===== src/rtl/ula_pipe.sv =====
// Pipelined W-bit arithmetic/logic unit: single-cycle ALU, shift and rotate operations,
// plus an iterative shift-and-add multiplier, behind valid/ready handshakes on both sides.
module ula_pipe #(
    parameter int W = 6
) (
    input  logic         CLK,
    input  logic         R,
    input  logic [4:0]   S,
    input  logic [W-1:0] A,
    input  logic [W-1:0] B,
    input  logic         IN_VALID,
    output logic         IN_READY,
    output logic [W-1:0] O,
    output logic         Cout,
    output logic         Zero,
    output logic         Neg,
    output logic         Ovf,
    output logic         Ill,
    output logic         OUT_VALID,
    input  logic         OUT_READY,
    output logic         dbg_state
);

    localparam logic [0:0] ST_IDLE = 1'b0;
    localparam logic [0:0] ST_MUL  = 1'b1;
    localparam int         CW      = 6;
    localparam logic [4:0] OP_MUL  = 5'd20;
    localparam logic [4:0] OP_ILL  = 5'd21;

    logic [0:0]    state;
    logic [CW-1:0] cnt;
    logic [2*W-1:0] mcand;
    logic [W-1:0]   mplier;
    logic [2*W-1:0] acc;
    logic [2*W-1:0] prod_next;

    logic         accept;
    logic         mul_done;

    logic [W-1:0] opa;
    logic [W-1:0] opx;
    logic         is_sub;
    logic [W:0]   arith;
    logic         arith_ovf;
    logic [31:0]  k;
    logic [W:0]   shl;
    logic [W-1:0] rol;
    logic [W-1:0] ror;
    logic [W:0]   ext;
    logic         ovf_c;
    logic         ill_c;

    // Handshake: a transfer happens on a rising edge where valid && ready are both high;
    // valid never waits on ready, and a producer holds its payload stable until the transfer.
    assign IN_READY  = !R && (state == ST_IDLE) && (!OUT_VALID || OUT_READY);
    assign accept    = IN_VALID && IN_READY;
    assign mul_done  = (state == ST_MUL) && (cnt == CW'(W - 1));
    assign dbg_state = state;

    // First-operand / second-operand selection for the add/sub group (codes 0-7).
    always_comb begin
        opa    = A;
        opx    = B;
        is_sub = 1'b0;
        case (S[2:0])
            3'd0: opx = B;
            3'd1: is_sub = 1'b1;
            3'd2: opx = ~B;
            3'd3: begin
                opx    = ~B;
                is_sub = 1'b1;
            end
            3'd4: opx = {{(W-1){1'b0}}, 1'b1};
            3'd5: begin
                opx    = {{(W-1){1'b0}}, 1'b1};
                is_sub = 1'b1;
            end
            3'd6: begin
                opa = B;
                opx = {{(W-1){1'b0}}, 1'b1};
            end
            default: begin
                opa    = B;
                opx    = {{(W-1){1'b0}}, 1'b1};
                is_sub = 1'b1;
            end
        endcase
    end

    always_comb begin
        if (is_sub) begin
            arith     = {1'b0, opa} - {1'b0, opx};
            arith_ovf = (opa[W-1] != opx[W-1]) && (arith[W-1] != opa[W-1]);
        end else begin
            arith     = {1'b0, opa} + {1'b0, opx};
            arith_ovf = (opa[W-1] == opx[W-1]) && (arith[W-1] != opa[W-1]);
        end
    end

    // Shift amount is B reduced modulo the word width, so rotates never exceed one turn.
    always_comb begin
        k   = 32'(B) % 32'(W);
        shl = {1'b0, A} << k;
        rol = (A << k) | (A >> (32'(W) - k));
        ror = (A >> k) | (A << (32'(W) - k));
    end

    always_comb begin
        ext   = '0;
        ovf_c = 1'b0;
        ill_c = 1'b0;
        if (S <= 5'd7) begin
            ext   = arith;
            ovf_c = arith_ovf;
        end else begin
            case (S)
                5'd8:  ext = {1'b0, A & B};
                5'd9:  ext = {1'b0, ~A};
                5'd10: ext = {1'b0, ~B};
                5'd11: ext = {1'b0, A | B};
                5'd12: ext = {1'b0, A ^ B};
                5'd13: ext = {1'b0, ~(A & B)};
                5'd14: ext = {1'b0, A};
                5'd15: ext = {1'b0, B};
                5'd16: ext = shl;
                5'd17: ext = {1'b0, A >> k};
                5'd18: ext = {1'b0, rol};
                5'd19: ext = {1'b0, ror};
                default: begin
                    ext   = '0;
                    ill_c = (S >= OP_ILL);
                end
            endcase
        end
    end

    assign prod_next = acc + (mplier[0] ? mcand : '0);

    // Multiplier sequencer: one partial product per cycle, W cycles per product.
    always_ff @(posedge CLK or posedge R) begin
        if (R) begin
            state  <= ST_IDLE;
            cnt    <= '0;
            mcand  <= '0;
            mplier <= '0;
            acc    <= '0;
        end else begin
            case (state)
                ST_IDLE: begin
                    if (accept && (S == OP_MUL)) begin
                        state  <= ST_MUL;
                        cnt    <= '0;
                        mcand  <= {{W{1'b0}}, A};
                        mplier <= B;
                        acc    <= '0;
                    end
                end
                default: begin
                    acc    <= prod_next;
                    mcand  <= mcand << 1;
                    mplier <= mplier >> 1;
                    cnt    <= cnt + 1'b1;
                    if (mul_done) begin
                        state <= ST_IDLE;
                    end
                end
            endcase
        end
    end

    // Result register: loads on a finished product or on any accepted non-multiply op,
    // otherwise holds until the consumer takes it.
    always_ff @(posedge CLK or posedge R) begin
        if (R) begin
            O         <= '0;
            Cout      <= 1'b0;
            Zero      <= 1'b0;
            Neg       <= 1'b0;
            Ovf       <= 1'b0;
            Ill       <= 1'b0;
            OUT_VALID <= 1'b0;
        end else if (mul_done) begin
            O         <= prod_next[W-1:0];
            Cout      <= |prod_next[2*W-1:W];
            Zero      <= (prod_next[W-1:0] == '0);
            Neg       <= prod_next[W-1];
            Ovf       <= 1'b0;
            Ill       <= 1'b0;
            OUT_VALID <= 1'b1;
        end else if (accept && (S != OP_MUL)) begin
            O         <= ext[W-1:0];
            Cout      <= ext[W];
            Zero      <= (ext[W-1:0] == '0);
            Neg       <= ext[W-1];
            Ovf       <= ovf_c;
            Ill       <= ill_c;
            OUT_VALID <= 1'b1;
        end else if (OUT_READY) begin
            OUT_VALID <= 1'b0;
        end
    end

endmodule

===== config.mk =====
export PLATFORM = sky130hd
export DESIGN_NAME = ula_pipe
export DESIGN_NICKNAME = d
export VERILOG_FILES = /design/src/rtl/ula_pipe.sv
export SDC_FILE = /design/constraint.sdc
export NUM_CORES = 1
export LEC_CHECK = 0
export CAP_MARGIN = 20
export CORE_MARGIN = 3
export CORE_UTILIZATION = 63
export CTS_BUF_LIST = sky130_fd_sc_hd__clkbuf_2
export CTS_CLUSTER_DIAMETER = 30
export CTS_CLUSTER_SIZE = 30
export DETAILED_ROUTE_END_ITERATION = 12
export PLACE_DENSITY = 0.95
export SETUP_SLACK_MARGIN = 0.2
export SLEW_MARGIN = 20
export SYNTH_ARGS = -nofsm -noshare
export SYNTH_HDL_FRONTEND = slang
export SYNTH_SLANG_ARGS = --single-unit

===== constraint.sdc =====
create_clock -name CLK -period 4 [get_ports CLK]
set_input_delay 0.4 -clock CLK [delete_from_list [all_inputs] [get_ports CLK]]
set_output_delay 0.4 -clock CLK [all_outputs]
set_load 0.005 [all_outputs]

After elaboration in Yosys (flattened, before gate mapping)
Index checks and enable logic that the tools add are counted.
{"block": "totals", "ff_bits": 49, "inputBits": 21, "output_inout_bits": 14, "wordCells": 118}
{"block": "op_classes", "addsub": 5, "n_div": 1, "n_lt_le_gt_ge": 2, "n_eq_ne": 25, "n_shift": 5, "n_mux": 36, "bitwise_logic": 9, "n_reduce_logical": 23}
{"op": "$pmux 7 s12", "count": 1}
{"op": "$shl 6x32->6", "count": 2}
{"op": "$shr 6x32->6", "count": 2}
{"op": "$mux 12", "count": 5}
{"op": "$mux 6", "count": 7}
{"op": "$eq 5x4->1 const B", "count": 8}
{"op": "$mod 6x3->32 const B", "count": 1}
{"op": "$shl 6x32->7", "count": 1}
{"op": "$sub 3x32->32 const A", "count": 1}
{"op": "$eq 5x5->1 const B", "count": 5}
{"op": "$mux 1", "count": 20}
{"op": "$not 6->6", "count": 3}
{"op": "$or 6x6->6", "count": 3}
{"op": "$mux 7", "count": 2}
{"op": "$add 12x12->12", "count": 1}
{"op": "$logic_not 6->1", "count": 2}
{"op": "$pmux 6 s2", "count": 1}
{"op": "$reduce_or 12->1", "count": 1}
{"op": "$reduce_or 6->1", "count": 2}
{"op": "$eq 3x3->1 const B", "count": 3}
{"op": "$logic_and 1x1->1", "count": 8}
{"op": "$add 6x6->7", "count": 1}
{"op": "$sub 6x6->7", "count": 1}
{"op": "$add 6x1->6 const B", "count": 1}
{"op": "18 further kinds", "count": 24}

Longest topological paths before layout
Gate-level depths: netlist of the first run.
{"block": "logic_depth", "depth_word": 10, "mapped_depth": 21, "depth_no_buf": 16}

Least setup slack after synthesis of the first run
No wires, ideal clock.
{"block": "synth_timing", "kind": "input to register", "startpoint": "input port B[4]", "endpoint": "register Zero", "setup_ns": 0.092, "t_arrival_ns": 4.393, "required_ns": 3.908, "setup_slack_ns": -0.485, "stages": 19, "path_buffers": 5, "path_cell_list": "buf_6 -> buf_2 -> clkbuf_1 -> ha_1 -> nand3b_2 -> nor3_2 -> or3_1 -> buf_2 -> o32a_4 -> nand2_4 -> buf_12 -> ha_1 -> inv_1 -> xnor2_1 -> mux2_4 -> a221oi_2 -> nand3_1 -> or4_1 -> o31ai_2"}
{"block": "synth_via", "elab_chain_len": 9, "word_cells_on_any_way": 24, "cone_classes": "add/sub (3); div (1); shift (5); mux (7); bitwise (7); reduce/logical (1)"}
{"item": "from (decl)", "line": "10", "text": "input logic [W-1:0] B,"}
{"item": "$mod 6x3->32", "line": "102", "text": "k = 32'(B) % 32'(W);"}
{"item": "$sub 3x32->32", "line": "104, 105"}
{"item": "$shl 6x32->6 or $shr 6x32->6 (tied branches)", "line": "105, 104"}
{"item": "$or 6x6->6, on equally long branches", "line": "105, 104"}
{"item": "$pmux 7 s12", "line": "116", "text": "case (S)"}
{"item": "$mux 7 *", "line": "112", "text": "if (S <= 5'd7) begin"}
{"item": "$logic_not 6->1 *", "line": "193", "text": "Zero <= (ext[W-1:0] == '0);"}
{"item": "$mux 1 *", "line": "190", "text": "end else if (accept && (S != OP_MUL)) begin"}
{"item": "$mux 1 *", "line": "182", "text": "end else if (mul_done) begin"}
{"item": "to (signal assigned)", "line": "185", "text": "Zero <= (prod_next[W-1:0] == '0);"}
{"item": "to (signal assigned)", "line": "193"}
{"item": "to (decl)", "line": "15", "text": "output logic Zero,"}
Every way passes the cells marked *; elsewhere a longest branch is shown, timed or not. The select of a mux whose other input is x is not followed.
A chain may end at the register's enable or synchronous reset.

Worst setup path in the final report of the first run
{"block": "layout_timing", "startpoint": "input port S[2]", "endpoint": "register Zero"}
{"block": "layout_via", "elab_chain_len": 9, "word_cells_on_any_way": 37, "cone_classes": "add/sub (2); order compare (1); eq/ne (19); mux (7); reduce/logical (8)"}
{"item": "from (decl)", "line": "8", "text": "input logic [4:0] S,"}
{"item": "$eq 3x3->1 (tied with other cells)", "line": "65", "text": "case (S[2:0])"}
{"item": "$reduce_or 6->1 (no source line) or $reduce_or 2->1 (tied branches)"}
{"item": "$mux 6 or $pmux 6 s2 (tied branches)", "line": "65"}
{"item": "$sub 6x6->7 or $add 6x6->7 (tied branches)", "line": "92, 95"}
{"item": "$mux 7", "line": "91", "text": "if (is_sub) begin"}
{"item": "$mux 7", "line": "112"}
{"item": "$logic_not 6->1", "line": "193"}
{"item": "$mux 1", "line": "190"}
{"item": "$mux 1", "line": "182"}
Several ways; a longest one is shown, not always the timed one. The select of a mux whose other input is x is not followed.

==> report_table.html, run 1 <==
<table>
<tr><th>Metric</th><th>Value</th></tr>
<tr><th colspan="2">STA</th></tr>
<tr><td>Final setup fails</td><td>0</td></tr>
<tr><td>Clock Skew</td><td>42.6 ps</td></tr>
<tr><td>Fin Hold WS</td><td>~460 ps</td></tr>
<tr><td>Worst slew pin tran</td><td>1020 ps</td></tr>
<tr><td>Headroom to the max-slew limit</td><td>around a third</td></tr>
<tr><td>Achievable Freq</td><td>0.276 GHz</td></tr>
<tr><td>Hold Violations, Final</td><td>0</td></tr>
<tr><td>Minimum setup slack in the final design</td><td>378 ps</td></tr>
<tr><td>Period Utilization, post-route</td><td>roughly nine tenths</td></tr>
<tr><td>Unrepaired setup endpoints after global routing</td><td>no</td></tr>
<tr><td>Final Critical Period</td><td>3620 ps</td></tr>
<tr><td>Max-slew violation total from the final report</td><td>0</td></tr>
<tr><th colspan="2">Clock network</th></tr>
<tr><td>Clock tree buffer depth</td><td>2</td></tr>
<tr><td>Maximum level of the CTS H-tree</td><td>2</td></tr>
<tr><td>Number of clock sinks</td><td>48</td></tr>
<tr><td>Clock input transition at the sequential cells of the worst setup and hold paths</td><td>280 ps</td></tr>
<tr><td>Source-to-sink clock delay at the later pin of the worst-skew pair</td><td>470 ps</td></tr>
<tr><td>Total clock buffers created by CTS</td><td>5</td></tr>
<tr><td>Clock tree from TritonCTS</td><td>built</td></tr>
<tr><td>CTS Root Buffer Type</td><td>sky130_fd_sc_hd__clkbuf_2</td></tr>
<tr><th colspan="2">Synth</th></tr>
<tr><td>Async set-or-reset flop fraction in the synthesized netlist</td><td>100%</td></tr>
<tr><td>Library cell with the largest summed area after synthesis</td><td>sky130_fd_sc_hd__dfrtp_1</td></tr>
<tr><td>Count leader, synth</td><td>sky130_fd_sc_hd__nand2_1</td></tr>
<tr><td>Number of synthesized flops with an enable pin</td><td>0</td></tr>
<tr><td>Mean cell area of the mapped netlist</td><td>7.68 um2</td></tr>
<tr><td>Synth Cell Area</td><td>5530 um2</td></tr>
<tr><td>Sequential-to-total area share from yosys stat</td><td>21.7%</td></tr>
<tr><td>Number of cells produced by synthesis</td><td>720</td></tr>
<tr><td>Synth Flop Type</td><td>sky130_fd_sc_hd__dfrtp_1</td></tr>
<tr><td>Area share of the largest cell type after synthesis</td><td>21.7%</td></tr>
<tr><td>Count of different cell masters after synthesis</td><td>a little under 100</td></tr>
<tr><td>Leading cell types by count after synthesis</td><td>115 x sky130_fd_sc_hd__nand2_1, 60 x sky130_fd_sc_hd__o21ai_0, 48 x sky130_fd_sc_hd__dfrtp_1</td></tr>
<tr><td>Total number of yosys warnings</td><td>0</td></tr>
<tr><td>Number of synthesized register bits</td><td>48</td></tr>
<tr><td>Post-synthesis net count</td><td>784</td></tr>
<tr><td>Dominant cells by area after synthesis</td><td>sky130_fd_sc_hd__dfrtp_1 22%, sky130_fd_sc_hd__ha_1 9.1%, sky130_fd_sc_hd__nand2_1 7.8%</td></tr>
<tr><th colspan="2">Placement</th></tr>
<tr><td>Final estimated routing congestion in global placement</td><td>1.15</td></tr>
<tr><td>Worst-case setup slack after placement</td><td>-297 ps</td></tr>
<tr><td>Count of input and output buffers</td><td>34</td></tr>
<tr><td>DP HPWL</td><td>12800 um</td></tr>
<tr><th colspan="2">GRT</th></tr>
<tr><td>Met2 usage</td><td>56.4%</td></tr>
<tr><td>Global-route track usage on met3</td><td>5.61%</td></tr>
<tr><td>Largest net degree at the start of global routing</td><td>49</td></tr>
<tr><td>Wire length of the first global-routing pass</td><td>27300 um</td></tr>
<tr><td>Remaining global-route overflow</td><td>0</td></tr>
<tr><td>Antenna violations before repair</td><td>0</td></tr>
<tr><td>GRT Resource Usage Total</td><td>33.1%</td></tr>
<tr><td>GRT met1 Usage</td><td>41.3%</td></tr>
<tr><td>Vias in the first global route</td><td>5871</td></tr>
<tr><td>Most crowded layer after global routing</td><td>met2</td></tr>
<tr><th colspan="2">Critical path</th></tr>
<tr><td>Category of the worst setup path launch point</td><td>primary input</td></tr>
<tr><td>Required time reported for the critical path endpoint</td><td>4400 ps</td></tr>
<tr><td>Worst Setup End Kind</td><td>flop</td></tr>
<tr><td>Critical Path AT</td><td>4020 ps</td></tr>
<tr><td>Critical Path Fanout Max</td><td>21</td></tr>
<tr><td>Start-to-end type of the worst setup path</td><td>primary input to flop</td></tr>
<tr><th colspan="2">Worst hold path</th></tr>
<tr><td>HP Class</td><td>primary input to asynchronous set/reset pin</td></tr>
<tr><th colspan="2">Floorplan</th></tr>
<tr><td>Die H</td><td>99.7 um</td></tr>
<tr><td>DIE AREA</td><td>~9900 um2</td></tr>
<tr><td># IOs</td><td>35</td></tr>
<tr><td>Area of the core region</td><td>8380 um2</td></tr>
<tr><td>Cell row count</td><td>33</td></tr>
<tr><td>Starting Density</td><td>65.9%</td></tr>
<tr><td>Die width</td><td>99.7 um</td></tr>
<tr><th colspan="2">Power</th></tr>
<tr><td>IR Drop Worst-Case VDD</td><td>~200 uV</td></tr>
<tr><td>Post-route total power</td><td>2.19 mW</td></tr>
<tr><td>Power per cell area</td><td>333 nW/um2</td></tr>
<tr><td>Leak</td><td>3.05 nW</td></tr>
<tr><th colspan="2">Detailed routing</th></tr>
<tr><td>Number of DRC violations after detailed routing</td><td>0</td></tr>
<tr><td>Iteration count of the initial detailed-routing pass</td><td>7</td></tr>
<tr><td>Drt via density</td><td>about 6.7</td></tr>
<tr><td>Post-detailed-route count of antenna-violating nets</td><td>0</td></tr>
<tr><td>Final Routed Wirelength</td><td>16900 um</td></tr>
<tr><td>Average wire per cell in the routed design</td><td>between 15 and 20 um</td></tr>
<tr><td>Initial DRC count</td><td>about 820</td></tr>
<tr><td>Vias</td><td>6038</td></tr>
<tr><th colspan="2">Final layout</th></tr>
<tr><td>Share of layout cells above drive strength 1</td><td>17.5%</td></tr>
<tr><td>Final core area utilization</td><td>78.5%</td></tr>
<tr><td>Layout overhead on the synthesized area</td><td>19.0%</td></tr>
<tr><td>Post-layout nets</td><td>853</td></tr>
<tr><td>Count of inserted antenna diode cells</td><td>0</td></tr>
<tr><th colspan="2">Run</th></tr>
<tr><td>Number of max-cap violations</td><td>0</td></tr>
<tr><th colspan="2">Status</th></tr>
<tr><td>Outcome</td><td>complete, no violations</td></tr>
</table>
==> cell usage in the layout (no fill, tap or decap), types with 4 or more instances in the layout <==
| cell | instances |
|---|---|
| sky130_fd_sc_hd__o211ai_1 | 11 |
| sky130_fd_sc_hd__o22ai_1 | 7 |
| sky130_fd_sc_hd__or4_1 | 4 |
| sky130_fd_sc_hd__nor2b_1 | 7 |
| sky130_fd_sc_hd__dlymetal6s2s_1 | 4 |
| sky130_fd_sc_hd__o21a_1 | 4 |
| sky130_fd_sc_hd__and2_1 | 15 |
| sky130_fd_sc_hd__nor4_1 | 4 |
| sky130_fd_sc_hd__o31ai_1 | 4 |
| sky130_fd_sc_hd__nand4_1 | 4 |
| sky130_fd_sc_hd__o21ai_0 | 58 |
| sky130_fd_sc_hd__a22oi_1 | 14 |
| sky130_fd_sc_hd__xnor2_1 | 18 |
| sky130_fd_sc_hd__mux2_2 | 4 |
| sky130_fd_sc_hd__a221oi_1 | 4 |
| sky130_fd_sc_hd__mux2i_1 | 9 |
| sky130_fd_sc_hd__nand2b_1 | 6 |
| sky130_fd_sc_hd__nor3_1 | 18 |
| sky130_fd_sc_hd__nand3_1 | 15 |
| sky130_fd_sc_hd__nand2_1 | 114 |
| sky130_fd_sc_hd__a21oi_1 | 36 |
| sky130_fd_sc_hd__clkdlybuf4s50_1 | 30 |
| sky130_fd_sc_hd__a211oi_1 | 8 |
| sky130_fd_sc_hd__a21o_1 | 9 |
| sky130_fd_sc_hd__xor2_1 | 9 |
| sky130_fd_sc_hd__nand3b_1 | 5 |
| sky130_fd_sc_hd__a22o_1 | 4 |
| sky130_fd_sc_hd__clkbuf_2 | 5 |
| sky130_fd_sc_hd__o21bai_1 | 6 |
| sky130_fd_sc_hd__or3_1 | 6 |
| sky130_fd_sc_hd__a31oi_1 | 5 |
| sky130_fd_sc_hd__inv_1 | 33 |
| sky130_fd_sc_hd__ha_1 | 37 |
| sky130_fd_sc_hd__clkinv_1 | 4 |
| sky130_fd_sc_hd__nor2_1 | 46 |
| sky130_fd_sc_hd__buf_4 | 72 |
| sky130_fd_sc_hd__dfrtp_1 | 48 |
==> worst paths after layout <==
kind	depth (start not counted)	start	to	slack, ps
worst max-delay path	16	S[2]	Zero	380
worst min-delay path	2	R	dbg_state	460
worst max register to register	12	mplier[0]	Cout	440
worst min register to register	2	mplier[1]	mplier[1]	520
max in group asynchronous	2	R	acc[3]	2890
min in group CLK	2	mplier[1]	mplier[1]	520
==> flip-flops by register name (all words and copies together) (netlist names) <==
signal and flops:
mplier 6, OUT_VALID 1, mcand 12, Ill 1, acc 12, Cout 1, O 6, dbg_state 1
Ovf 1, cnt 6, Zero 1
==> metal layers <==
metal / vias up / part of all wire [%]
li1: 2740 / -
met5: - / 0
met1: 2772 / 38
met3: 92 / 11
met4: 0 / 4.0
met2: 434 / 47
==> report_power, final <==
group / internal [mW] / switching [mW]
clock: 0.0427 / 0.175
combinational: 0.544 / 0.639
sequential: 0.642 / 0.144
total: 1.23 / 0.958
==> kinds of logic after synthesis <==
family | Yosys count | synth area share [%]
AO/OA/AOI/OAI | 219 | 27.8
adder cells (fa/ha/maj) | 43 | 10.1
XOR/XNOR | 29 | 4.60
multiplexers | 18 | 4.41
flip-flops | 48 | 21.7
AND/OR/NAND/NOR | 275 | 24.3
buffers and inverters | 88 | 7.04
==> critical path: stages <==
cell                              delay [ps]
sky130_fd_sc_hd__clkdlybuf4s50_1         540
sky130_fd_sc_hd__buf_6                   230
sky130_fd_sc_hd__inv_1                    80
sky130_fd_sc_hd__buf_4                   200
sky130_fd_sc_hd__nand2_1                 150
sky130_fd_sc_hd__inv_1                   110
sky130_fd_sc_hd__fa_1                    440
sky130_fd_sc_hd__o21ai_0                 220
sky130_fd_sc_hd__a21o_1                  180
sky130_fd_sc_hd__a21oi_1                  90
sky130_fd_sc_hd__xnor2_1                 170
sky130_fd_sc_hd__o211a_1                 270
sky130_fd_sc_hd__a221oi_2                200
sky130_fd_sc_hd__nand3_1                 130
sky130_fd_sc_hd__or4_1                   430
sky130_fd_sc_hd__o31ai_2                 180
==> metrics by stage <==
step / cells / cell area, um2 / TNS (ps)
5_1_grt: 895 / 6580 / 0
3_3_place_gp: 886 / 6460 / -301
4_1_cts: 894 / 6520 / 0
6_report: 895 / 6580 / 0
3_5_place_dp: 886 / 6460 / -1280
2_1_floorplan: 720 / 5690 / 0
==> final cells by class <==
| class | instances | area (um2) |
|---|---|---|
| Multi-Input combinational cell | 584 | 4100 |
| Fill cell | 545 | 1810 |
| Sequential cell | 48 | 1200 |
| Timing Repair Buffer | 110 | 945 |
| Inverter | 40 | 153 |
| Tap cell | 105 | 131 |
| Clock buffer | 5 | 25.0 |
| Clock inverter | 3 | 17.5 |
==> what timing repair did <==
item,4_1_cts,5_1_grt
cloned,0,0
setup buffers,0,1
hold buffers,0,0
gates resized for setup,2,13
pin swaps,1,4
endpoints found under the setup margin,1,7
No activity file was read; power rests on OpenSTA's default activity.
==> run 2, diff against run 1 <==
--- a/config.mk
+++ b/config.mk
@@ -5,9 +5,10 @@
 export SDC_FILE = /design/constraint.sdc
 export NUM_CORES = 1
 export LEC_CHECK = 0
+export ABC_AREA = 1
 export CAP_MARGIN = 20
 export CORE_MARGIN = 3
-export CORE_UTILIZATION = 63
+export CORE_UTILIZATION = 62
 export CTS_BUF_LIST = sky130_fd_sc_hd__clkbuf_2
 export CTS_CLUSTER_DIAMETER = 30
 export CTS_CLUSTER_SIZE = 30
==> run 2 against run 1 <==
Against the previous run: setup slack improved by 32 ps; final area shrank 15%; synthesized cell count grew 6.1%; non-clock buffer count down 53; core utilization down 6.1 points; clock-buffer cell count did not move; clock power is 6% lower; clock skew rose by 2.4 ps; total power rose by 6.6%; register-to-register slack improved by 180 ps; largest cell class unchanged.
==> report_table.html, run 2 <==
<table>
<tr><th>Metric</th><th>Value</th></tr>
<tr><th colspan="2">STA</th></tr>
<tr><td>Achievable Freq</td><td>0.279 GHz (+0.91%)</td></tr>
<tr><td>Headroom to the max-slew limit</td><td>35.1% (+3.5 points)</td></tr>
<tr><td>Setup_tns</td><td>0 ps (unchanged)</td></tr>
<tr><td>Max-slew violation total from the final report</td><td>0 (unchanged)</td></tr>
<tr><td>Final setup fails</td><td>0 (unchanged)</td></tr>
<tr><td>Hold Violations, Final</td><td>0 (unchanged)</td></tr>
<tr><td>Period Utilization, post-route</td><td>89.7% (-0.81 points)</td></tr>
<tr><td>Unrepaired setup endpoints after global routing</td><td>no</td></tr>
<tr><td>Final Critical Period</td><td>3590 ps (-32.5 ps)</td></tr>
<tr><td>Minimum setup slack in the final design</td><td>411 ps (+32.5 ps)</td></tr>
<tr><td>Clock Skew</td><td>44.9 ps (+2.38 ps)</td></tr>
<tr><td>Worst slew pin tran</td><td>972 ps (-50.2 ps)</td></tr>
<tr><th colspan="2">Critical path</th></tr>
<tr><td>Category of the worst setup path launch point</td><td>primary input</td></tr>
<tr><td>Slowest library cell on the worst path</td><td>sky130_fd_sc_hd__clkdlybuf4s50_1</td></tr>
<tr><td>Worst Setup End Kind</td><td>flop</td></tr>
<tr><td>Count of cell instances traversed by the critical path</td><td>32 (+16)</td></tr>
<tr><td>Flop2flop setup slack</td><td>620 ps (+180 ps)</td></tr>
<tr><td>Depth of the worst register-to-register path</td><td>17 (+5)</td></tr>
<tr><td>Worst path most repeated cell</td><td>sky130_fd_sc_hd__nand2_1</td></tr>
<tr><td>Total buffers and inverters traversed by the critical path</td><td>5 (unchanged)</td></tr>
<tr><td>Start-to-end type of the worst setup path</td><td>primary input to flop</td></tr>
<tr><td>Critical Path AT</td><td>3900 ps (-120 ps)</td></tr>
<tr><td>Reg-to-reg critical path endpoint</td><td>Cout</td></tr>
<tr><td>Critical Path Fanout Max</td><td>5 (-76%)</td></tr>
<tr><td>Required time reported for the critical path endpoint</td><td>4310 ps (-90 ps)</td></tr>
<tr><td>Setup crit start</td><td>B[4]</td></tr>
<tr><td>Kind of cell adding the most delay to the critical path</td><td>simple AND/OR/NAND/NOR gates</td></tr>
<tr><td>Launch instance of the worst register-to-register path</td><td>mplier[0]</td></tr>
<tr><td>Endpoint of the worst setup timing path</td><td>Zero</td></tr>
<tr><td>Critical path's largest stage delay</td><td>490 ps (-50 ps)</td></tr>
<tr><th colspan="2">Detailed routing</th></tr>
<tr><td>Number of DRC violations after detailed routing</td><td>0 (unchanged)</td></tr>
<tr><td>Average wire per cell in the routed design</td><td>16.7 um (-12%)</td></tr>
<tr><td>Drt via density</td><td>6.07 (-10%)</td></tr>
<tr><td>Vias</td><td>5516 (-8.6%)</td></tr>
<tr><td>Iteration count of the initial detailed-routing pass</td><td>5 (-2)</td></tr>
<tr><td>Final Routed Wirelength</td><td>15200 um (-10%)</td></tr>
<tr><td>Initial DRC count</td><td>671 (-18%)</td></tr>
<tr><td>Post-detailed-route count of antenna-violating nets</td><td>0 (unchanged)</td></tr>
<tr><th colspan="2">Final layout</th></tr>
<tr><td>Layout overhead on the synthesized area</td><td>12.5%</td></tr>
<tr><td>Final core area utilization</td><td>72.3% (-6.1 points)</td></tr>
<tr><td>Register cell area after layout</td><td>1200 um2 (unchanged)</td></tr>
<tr><td>Leading cell type in the layout, fill and taps excluded</td><td>sky130_fd_sc_hd__nand2_1</td></tr>
<tr><td>Multi-input gate area in the final layout</td><td>3260 um2 (-21%)</td></tr>
<tr><td>Share of layout cells above drive strength 1</td><td>8.81% (-8.7 points)</td></tr>
<tr><td>Post-route cell area</td><td>5620 um2 (-15%)</td></tr>
<tr><td>Largest registers</td><td>acc: 12 flops, mcand: 12 flops</td></tr>
<tr><td>Post-layout nets</td><td>869 (+1.9%)</td></tr>
<tr><td>Count of inserted antenna diode cells</td><td>0 (unchanged)</td></tr>
<tr><td>Filler Cells Inserted</td><td>623 (+14%)</td></tr>
<tr><td>Non-filler instance count after layout</td><td>908 (+1.5%)</td></tr>
<tr><td>Top library cells by usage in the layout, fill and taps aside</td><td>192 x sky130_fd_sc_hd__nand2_1, 114 x sky130_fd_sc_hd__inv_1, 59 x sky130_fd_sc_hd__o21ai_0</td></tr>
<tr><th colspan="2">GRT</th></tr>
<tr><td>Wire length of the first global-routing pass</td><td>23800 um (-13%)</td></tr>
<tr><td>Largest net degree at the start of global routing</td><td>49 (unchanged)</td></tr>
<tr><td>Remaining global-route overflow</td><td>0 (unchanged)</td></tr>
<tr><td>GRT Resource Usage Total</td><td>33.2% (+0.11 points)</td></tr>
<tr><td>Vias in the first global route</td><td>4941 (-16%)</td></tr>
<tr><td>Antenna violations before repair</td><td>0 (unchanged)</td></tr>
<tr><th colspan="2">Clock network</th></tr>
<tr><td>Number of clock sinks</td><td>48 (unchanged)</td></tr>
<tr><td>CTS Root Buffer Type</td><td>sky130_fd_sc_hd__clkbuf_2</td></tr>
<tr><td>Post-cts hold buffer count</td><td>0 (unchanged)</td></tr>
<tr><td>Clock tree buffer depth</td><td>2 (unchanged)</td></tr>
<tr><td>Total clock buffers created by CTS</td><td>5 (unchanged)</td></tr>
<tr><td>Source-to-sink clock delay at the later pin of the worst-skew pair</td><td>440 ps (-30 ps)</td></tr>
<tr><td>Clock tree from TritonCTS</td><td>built</td></tr>
<tr><td>Clock input transition at the sequential cells of the worst setup and hold paths</td><td>270 ps (about the same)</td></tr>
<tr><td>Maximum level of the CTS H-tree</td><td>2 (unchanged)</td></tr>
<tr><th colspan="2">Synth</th></tr>
<tr><td>Total number of yosys warnings</td><td>0 (unchanged)</td></tr>
<tr><td>Number of synthesized flops with an enable pin</td><td>0 (unchanged)</td></tr>
<tr><td>Sequential-to-total area share from yosys stat</td><td>24.0% (+2.3 points)</td></tr>
<tr><td>Async set-or-reset flop fraction in the synthesized netlist</td><td>100% (unchanged)</td></tr>
<tr><td>Number of cells produced by synthesis</td><td>764 (+6.1%)</td></tr>
<tr><td>Library cell with the largest summed area after synthesis</td><td>sky130_fd_sc_hd__dfrtp_1</td></tr>
<tr><td>Leading cell types by count after synthesis</td><td>193 x sky130_fd_sc_hd__nand2_1, 115 x sky130_fd_sc_hd__inv_1, 61 x sky130_fd_sc_hd__o21ai_0</td></tr>
<tr><td>Number of synthesized register bits</td><td>48 (unchanged)</td></tr>
<tr><td>Area share of the largest cell type after synthesis</td><td>24.0% (+2.3 points)</td></tr>
<tr><td>Synth Cell Area</td><td>5000 um2 (-9.6%)</td></tr>
<tr><td>Count leader, synth</td><td>sky130_fd_sc_hd__nand2_1</td></tr>
<tr><td>Mean cell area of the mapped netlist</td><td>6.54 um2 (-15%)</td></tr>
<tr><td>Dominant cells by area after synthesis</td><td>sky130_fd_sc_hd__dfrtp_1 24%, sky130_fd_sc_hd__nand2_1 15%, sky130_fd_sc_hd__ha_1 10%</td></tr>
<tr><td>Count of different cell masters after synthesis</td><td>46 (-53%)</td></tr>
<tr><td>Post-synthesis net count</td><td>828 (+5.6%)</td></tr>
<tr><td>Synth Flop Type</td><td>sky130_fd_sc_hd__dfrtp_1</td></tr>
<tr><th colspan="2">Floorplan</th></tr>
<tr><td># IOs</td><td>35 (unchanged)</td></tr>
<tr><td>Cell row count</td><td>32 (-3.0%)</td></tr>
<tr><td>Die width</td><td>95.8 um (-3.9%)</td></tr>
<tr><td>Die H</td><td>95.8 um (-3.9%)</td></tr>
<tr><td>DIE AREA</td><td>9170 um2 (-7.7%)</td></tr>
<tr><td>Starting Density</td><td>64.3% (-1.6 points)</td></tr>
<tr><td>Area of the core region</td><td>7770 um2 (-7.3%)</td></tr>
<tr><th colspan="2">Placement</th></tr>
<tr><td>Count of input and output buffers</td><td>34 (unchanged)</td></tr>
<tr><td>Worst-case setup slack after placement</td><td>65.0 ps (+362 ps)</td></tr>
<tr><td>Post-place instance area</td><td>5480 um2 (-15%)</td></tr>
<tr><td>DP HPWL</td><td>12000 um (-6.8%)</td></tr>
<tr><td>Final estimated routing congestion in global placement</td><td>0.986 (-14%)</td></tr>
<tr><td>Instance count after placement with tap cells included</td><td>894 (+0.90%)</td></tr>
<tr><th colspan="2">Status</th></tr>
<tr><td>Outcome</td><td>complete, no violations</td></tr>
<tr><th colspan="2">Run</th></tr>
<tr><td>Number of max-cap violations</td><td>0 (unchanged)</td></tr>
<tr><th colspan="2">Power</th></tr>
<tr><td>Power per cell area</td><td>415 nW/um2 (+25%)</td></tr>
<tr><td>Leak</td><td>2.89 nW (-5.1%)</td></tr>
<tr><td>IR Drop Worst-Case VDD</td><td>210 uV (+2.4%)</td></tr>
<tr><th colspan="2">Worst hold path</th></tr>
<tr><td>HP Class</td><td>primary input to asynchronous set/reset pin</td></tr>
</table>
==> run 2: cell count changes in the layout (fill, tap and decap cells not counted), moves of 9 or more <==
cell	before	now
sky130_fd_sc_hd__and2_1	15	2
sky130_fd_sc_hd__nand2_1	114	192
sky130_fd_sc_hd__inv_1	33	114
sky130_fd_sc_hd__buf_4	72	23
sky130_fd_sc_hd__o22ai_1	7	18
sky130_fd_sc_hd__xnor2_1	18	2
sky130_fd_sc_hd__mux2i_1	9	0
sky130_fd_sc_hd__a22oi_1	14	0
sky130_fd_sc_hd__nand3_2	0	10
sky130_fd_sc_hd__nor3_1	18	6
sky130_fd_sc_hd__nand3_1	15	55
==> run 2: final cells by class <==
| cell class | count | area share [%] |
|---|---|---|
| inverter | 125 | 8.44 |
| sequential | 48 | 21.4 |
| timing repair buffer | 57 | 9.13 |
| clock buffer | 5 | 0.445 |
| clock inverter | 3 | 0.312 |
| tap | 102 | 2.27 |
| multi-input combinational | 568 | 58.0 |
==> run 2: worst min-delay path by stage <==
stage                     startpoint  slack, ps  depth (start not counted)        end
final                              R        500                          2  OUT_VALID
after global routing       OUT_READY        500                          2  OUT_VALID
after CTS                  OUT_READY        530                          2  OUT_VALID
after detailed placement   mplier[4]        480                          2  mplier[4]
after global placement          Cout        470                          2       Cout
after floorplan            mcand[11]        450                          2  mcand[11]
==> run 2: cells by family (layout without fill, tap and decap cells) <==
kind of cell / count (synthesis) / in the layout / synth area share (%)
simple gates: 351 / 352 / 31.2
compound gates: 160 / 160 / 19.4
buf+inv: 149 / 190 / 11.8
flops: 48 / 48 / 24.0
fa+ha+maj: 43 / 43 / 11.2
xor+xnor: 13 / 13 / 2.43
==> run 2: repair_timing <==
| action | CTS | global route |
|---|---|---|
| setup endpoints to repair | 0 | 3 |
| gates resized for setup | 0 | 14 |
| setup buffers | 0 | 5 |
==> run 2: power breakdown <==
group          internal [mW]  switching, mW
logic                  0.515          0.790
registers              0.664          0.157
clock network         0.0426          0.162
==> run 2: layer usage <==
| metal | up-vias | global-route usage, % | wire [um] |
|---|---|---|---|
| met2 | 343 | 54.4 | 6890 |
| met4 | 0 | 13.5 | 633 |
| li1 | 2624 | - | - |
| met5 | - | 0 | 0 |
| met1 | 2493 | 44.0 | 6270 |
| met3 | 56 | 4.69 | 1380 |
==> run 2: through the flow <==
step / power (mW) / hold slack, ps
after global placement: 2.00 / 467
after global routing: 2.52 / 498
after detailed placement: 2.07 / 476
after CTS: 2.27 / 525
final: 2.33 / 496
after floorplan: 1.63 / 453
==> run 3, diff against run 2 <==
--- a/config.mk
+++ b/config.mk
@@ -7,7 +7,7 @@
 export LEC_CHECK = 0
 export ABC_AREA = 1
 export CAP_MARGIN = 20
-export CORE_MARGIN = 3
+export CORE_MARGIN = 2
 export CORE_UTILIZATION = 62
 export CTS_BUF_LIST = sky130_fd_sc_hd__clkbuf_2
 export CTS_CLUSTER_DIAMETER = 30
==> run 3 against run 2 <==
Against the previous run: cell count shrank 0.44%; die area shrank 4.1%; via count grew 0.18%; setup slack gained 83 ps; maximum frequency grew 2.4%; clock skew shrank 9.0 ps.
==> report_table.html, run 3 (synthesized netlist as in run 2, its figures left out) <==
<table>
<tr><th>Metric</th><th>Value</th></tr>
<tr><th colspan="2">Placement</th></tr>
<tr><td>Final estimated routing congestion in global placement</td><td>0.951 (-3.5%)</td></tr>
<tr><td>Count of input and output buffers</td><td>34 (unchanged)</td></tr>
<tr><td>DP HPWL</td><td>12300 um (+2.7%)</td></tr>
<tr><td>Post-place instance area</td><td>5450 um2 (-0.55%)</td></tr>
<tr><th colspan="2">STA</th></tr>
<tr><td>Achievable Freq</td><td>0.285 GHz (+2.4%)</td></tr>
<tr><td>Final Critical Period</td><td>3510 ps (-82.8 ps)</td></tr>
<tr><td>Hold Violations, Final</td><td>0 (unchanged)</td></tr>
<tr><td>Clock Skew</td><td>35.9 ps (-9.01 ps)</td></tr>
<tr><td>Final setup fails</td><td>0 (unchanged)</td></tr>
<tr><td>Period Utilization, post-route</td><td>87.7% (-2.1 points)</td></tr>
<tr><td>Headroom to the max-slew limit</td><td>45.1% (+10 points)</td></tr>
<tr><td>Worst slew pin tran</td><td>820 ps (-152 ps)</td></tr>
<tr><td>Unrepaired setup endpoints after global routing</td><td>no</td></tr>
<tr><td>Max-slew violation total from the final report</td><td>0 (unchanged)</td></tr>
<tr><td>Setup_tns</td><td>0 ps (unchanged)</td></tr>
<tr><th colspan="2">Detailed routing</th></tr>
<tr><td>Initial DRC count</td><td>442 (-34%)</td></tr>
<tr><td>Average wire per cell in the routed design</td><td>17.4 um (+4.2%)</td></tr>
<tr><td>Post-detailed-route count of antenna-violating nets</td><td>0 (unchanged)</td></tr>
<tr><td>Final Routed Wirelength</td><td>15800 um (+3.8%)</td></tr>
<tr><td>Vias</td><td>5526 (+0.18%)</td></tr>
<tr><td>Number of DRC violations after detailed routing</td><td>0 (unchanged)</td></tr>
<tr><td>Drt via density</td><td>6.11 (+0.62%)</td></tr>
<tr><td>Iteration count of the initial detailed-routing pass</td><td>7 (+2)</td></tr>
<tr><th colspan="2">GRT</th></tr>
<tr><td>Wire length of the first global-routing pass</td><td>25300 um (+6.3%)</td></tr>
<tr><td>Remaining global-route overflow</td><td>0 (unchanged)</td></tr>
<tr><td>GRT Resource Usage Total</td><td>36.6% (+3.4 points)</td></tr>
<tr><td>Antenna violations before repair</td><td>0 (unchanged)</td></tr>
<tr><td>Vias in the first global route</td><td>5237 (+6.0%)</td></tr>
<tr><td>Largest net degree at the start of global routing</td><td>49 (unchanged)</td></tr>
<tr><th colspan="2">Floorplan</th></tr>
<tr><td>Die width</td><td>93.8 um (-2.1%)</td></tr>
<tr><td>Cell row count</td><td>32 (unchanged)</td></tr>
<tr><td># IOs</td><td>35 (unchanged)</td></tr>
<tr><td>Die H</td><td>93.8 um (-2.1%)</td></tr>
<tr><td>DIE AREA</td><td>8790 um2 (-4.1%)</td></tr>
<tr><td>Starting Density</td><td>64.3% (unchanged)</td></tr>
<tr><td>Area of the core region</td><td>7770 um2 (unchanged)</td></tr>
<tr><th colspan="2">Critical path</th></tr>
<tr><td>Critical Path Fanout Max</td><td>5 (unchanged)</td></tr>
<tr><td>Required time reported for the critical path endpoint</td><td>4390 ps (+80 ps)</td></tr>
<tr><td>Category of the worst setup path launch point</td><td>primary input</td></tr>
<tr><td>Reg-to-reg critical path endpoint</td><td>Cout</td></tr>
<tr><td>Critical Path AT</td><td>3890 ps (about the same)</td></tr>
<tr><td>Worst path most repeated cell</td><td>sky130_fd_sc_hd__nand2_1</td></tr>
<tr><td>Start-to-end type of the worst setup path</td><td>primary input to flop</td></tr>
<tr><td>Depth of the worst register-to-register path</td><td>22 (+5)</td></tr>
<tr><td>Total buffers and inverters traversed by the critical path</td><td>8 (+3)</td></tr>
<tr><td>Kind of cell adding the most delay to the critical path</td><td>simple AND/OR/NAND/NOR gates</td></tr>
<tr><td>Worst Setup End Kind</td><td>flop</td></tr>
<tr><td>Launch instance of the worst register-to-register path</td><td>mplier[0]</td></tr>
<tr><td>Slowest library cell on the worst path</td><td>sky130_fd_sc_hd__clkdlybuf4s50_1</td></tr>
<tr><td>Flop2flop setup slack</td><td>580 ps (-40 ps)</td></tr>
<tr><td>Count of cell instances traversed by the critical path</td><td>31 (-3.1%)</td></tr>
<tr><td>Critical path's largest stage delay</td><td>420 ps (-70 ps)</td></tr>
<tr><th colspan="2">Power</th></tr>
<tr><td>Leak</td><td>2.89 nW (about the same)</td></tr>
<tr><td>Power per cell area</td><td>439 nW/um2 (+5.8%)</td></tr>
<tr><td>IR Drop Worst-Case VDD</td><td>211 uV (+0.77%)</td></tr>
<tr><th colspan="2">Final layout</th></tr>
<tr><td>Layout overhead on the synthesized area</td><td>12.5% (about the same)</td></tr>
<tr><td>Count of inserted antenna diode cells</td><td>0 (unchanged)</td></tr>
<tr><td>Top library cells by usage in the layout, fill and taps aside</td><td>192 x sky130_fd_sc_hd__nand2_1, 114 x sky130_fd_sc_hd__inv_1, 61 x sky130_fd_sc_hd__o21ai_0</td></tr>
<tr><td>Largest registers</td><td>acc: 12 flops, mcand: 12 flops</td></tr>
<tr><td>Share of layout cells above drive strength 1</td><td>7.73% (-1.1 points)</td></tr>
<tr><td>Post-layout nets</td><td>865 (-0.46%)</td></tr>
<tr><td>Leading cell type in the layout, fill and taps excluded</td><td>sky130_fd_sc_hd__nand2_1</td></tr>
<tr><td>Post-route cell area</td><td>5620 um2 (about the same)</td></tr>
<tr><th colspan="2">Clock network</th></tr>
<tr><td>Source-to-sink clock delay at the later pin of the worst-skew pair</td><td>460 ps (+20 ps)</td></tr>
<tr><td>Total clock buffers created by CTS</td><td>5 (unchanged)</td></tr>
<tr><td>Number of clock sinks</td><td>48 (unchanged)</td></tr>
<tr><td>Clock input transition at the sequential cells of the worst setup and hold paths</td><td>260 ps (about the same)</td></tr>
<tr><td>Clock tree from TritonCTS</td><td>built</td></tr>
<tr><td>Clock tree buffer depth</td><td>2 (unchanged)</td></tr>
<tr><td>Maximum level of the CTS H-tree</td><td>2 (unchanged)</td></tr>
<tr><td>CTS Root Buffer Type</td><td>sky130_fd_sc_hd__clkbuf_2</td></tr>
<tr><th colspan="2">Worst hold path</th></tr>
<tr><td>HP Class</td><td>primary input to asynchronous set/reset pin</td></tr>
<tr><th colspan="2">Run</th></tr>
<tr><td>Number of max-cap violations</td><td>0 (unchanged)</td></tr>
<tr><th colspan="2">Status</th></tr>
<tr><td>Outcome</td><td>complete, no violations</td></tr>
</table>
-- run 3: per-stage QoR --
stage | total power, mW | cells | util [%] | setup slack [ps] | hold slack [ps]
3_5_place_dp | 2.06 | 890 | 70.2 | 32.6 | 481
5_1_grt | 2.64 | 904 | 72.4 | 203 | 214
6_report | 2.47 | 904 | 72.4 | 493 | 209
4_1_cts | 2.40 | 898 | 71.4 | 478 | 500
2_1_floorplan | 1.63 | 764 | - | 594 | 453
3_3_place_gp | 2.00 | 890 | 70.2 | 154 | 468
-- run 3: what timing repair did --
item | 4_1_cts | 5_1_grt
setup buffers | 0 | 4
endpoints found under the setup margin | 0 | 4
hold buffers | 0 | 0
gates resized for setup | 0 | 5
-- run 3: area by class of cell --
class / count / area, um2
fill: 620 / 2150
clock buffer: 5 / 25.0
tap: 102 / 128
sequential: 48 / 1200
clock inverter: 3 / 68.8
multi-input combinational: 568 / 3230
inverter: 125 / 472
timing repair buffer: 53 / 495
-- run 3: how the worst max path moves through the flow --
stage	from	to	slack, ps
4_1_cts	B[5]	Zero	480
6_report	B[5]	Zero	490
5_1_grt	mplier[0]	Cout	200
3_3_place_gp	B[5]	Zero	150
3_5_place_dp	B[5]	O[1]	30
2_1_floorplan	B[4]	Zero	590
-- run 3: per-layer routing --
layer	GRT usage, %	share of wire [%]
met1	45.8	40
met2	62.9	49
met3	5.46	7.5
met4	15.5	3.7
met5	0	0
-- run 3: power by group --
| group | switching [mW] | leakage (nW) | internal (mW) | total (mW) |
|---|---|---|---|---|
| Sequential | 0.152 | 0.630 | 0.664 | 0.817 |
| Combinational | 0.800 | 2.21 | 0.509 | 1.31 |
| Clock | 0.171 | 0.0536 | 0.170 | 0.341 |
| Total | 1.12 | 2.89 | 1.34 | 2.47 |
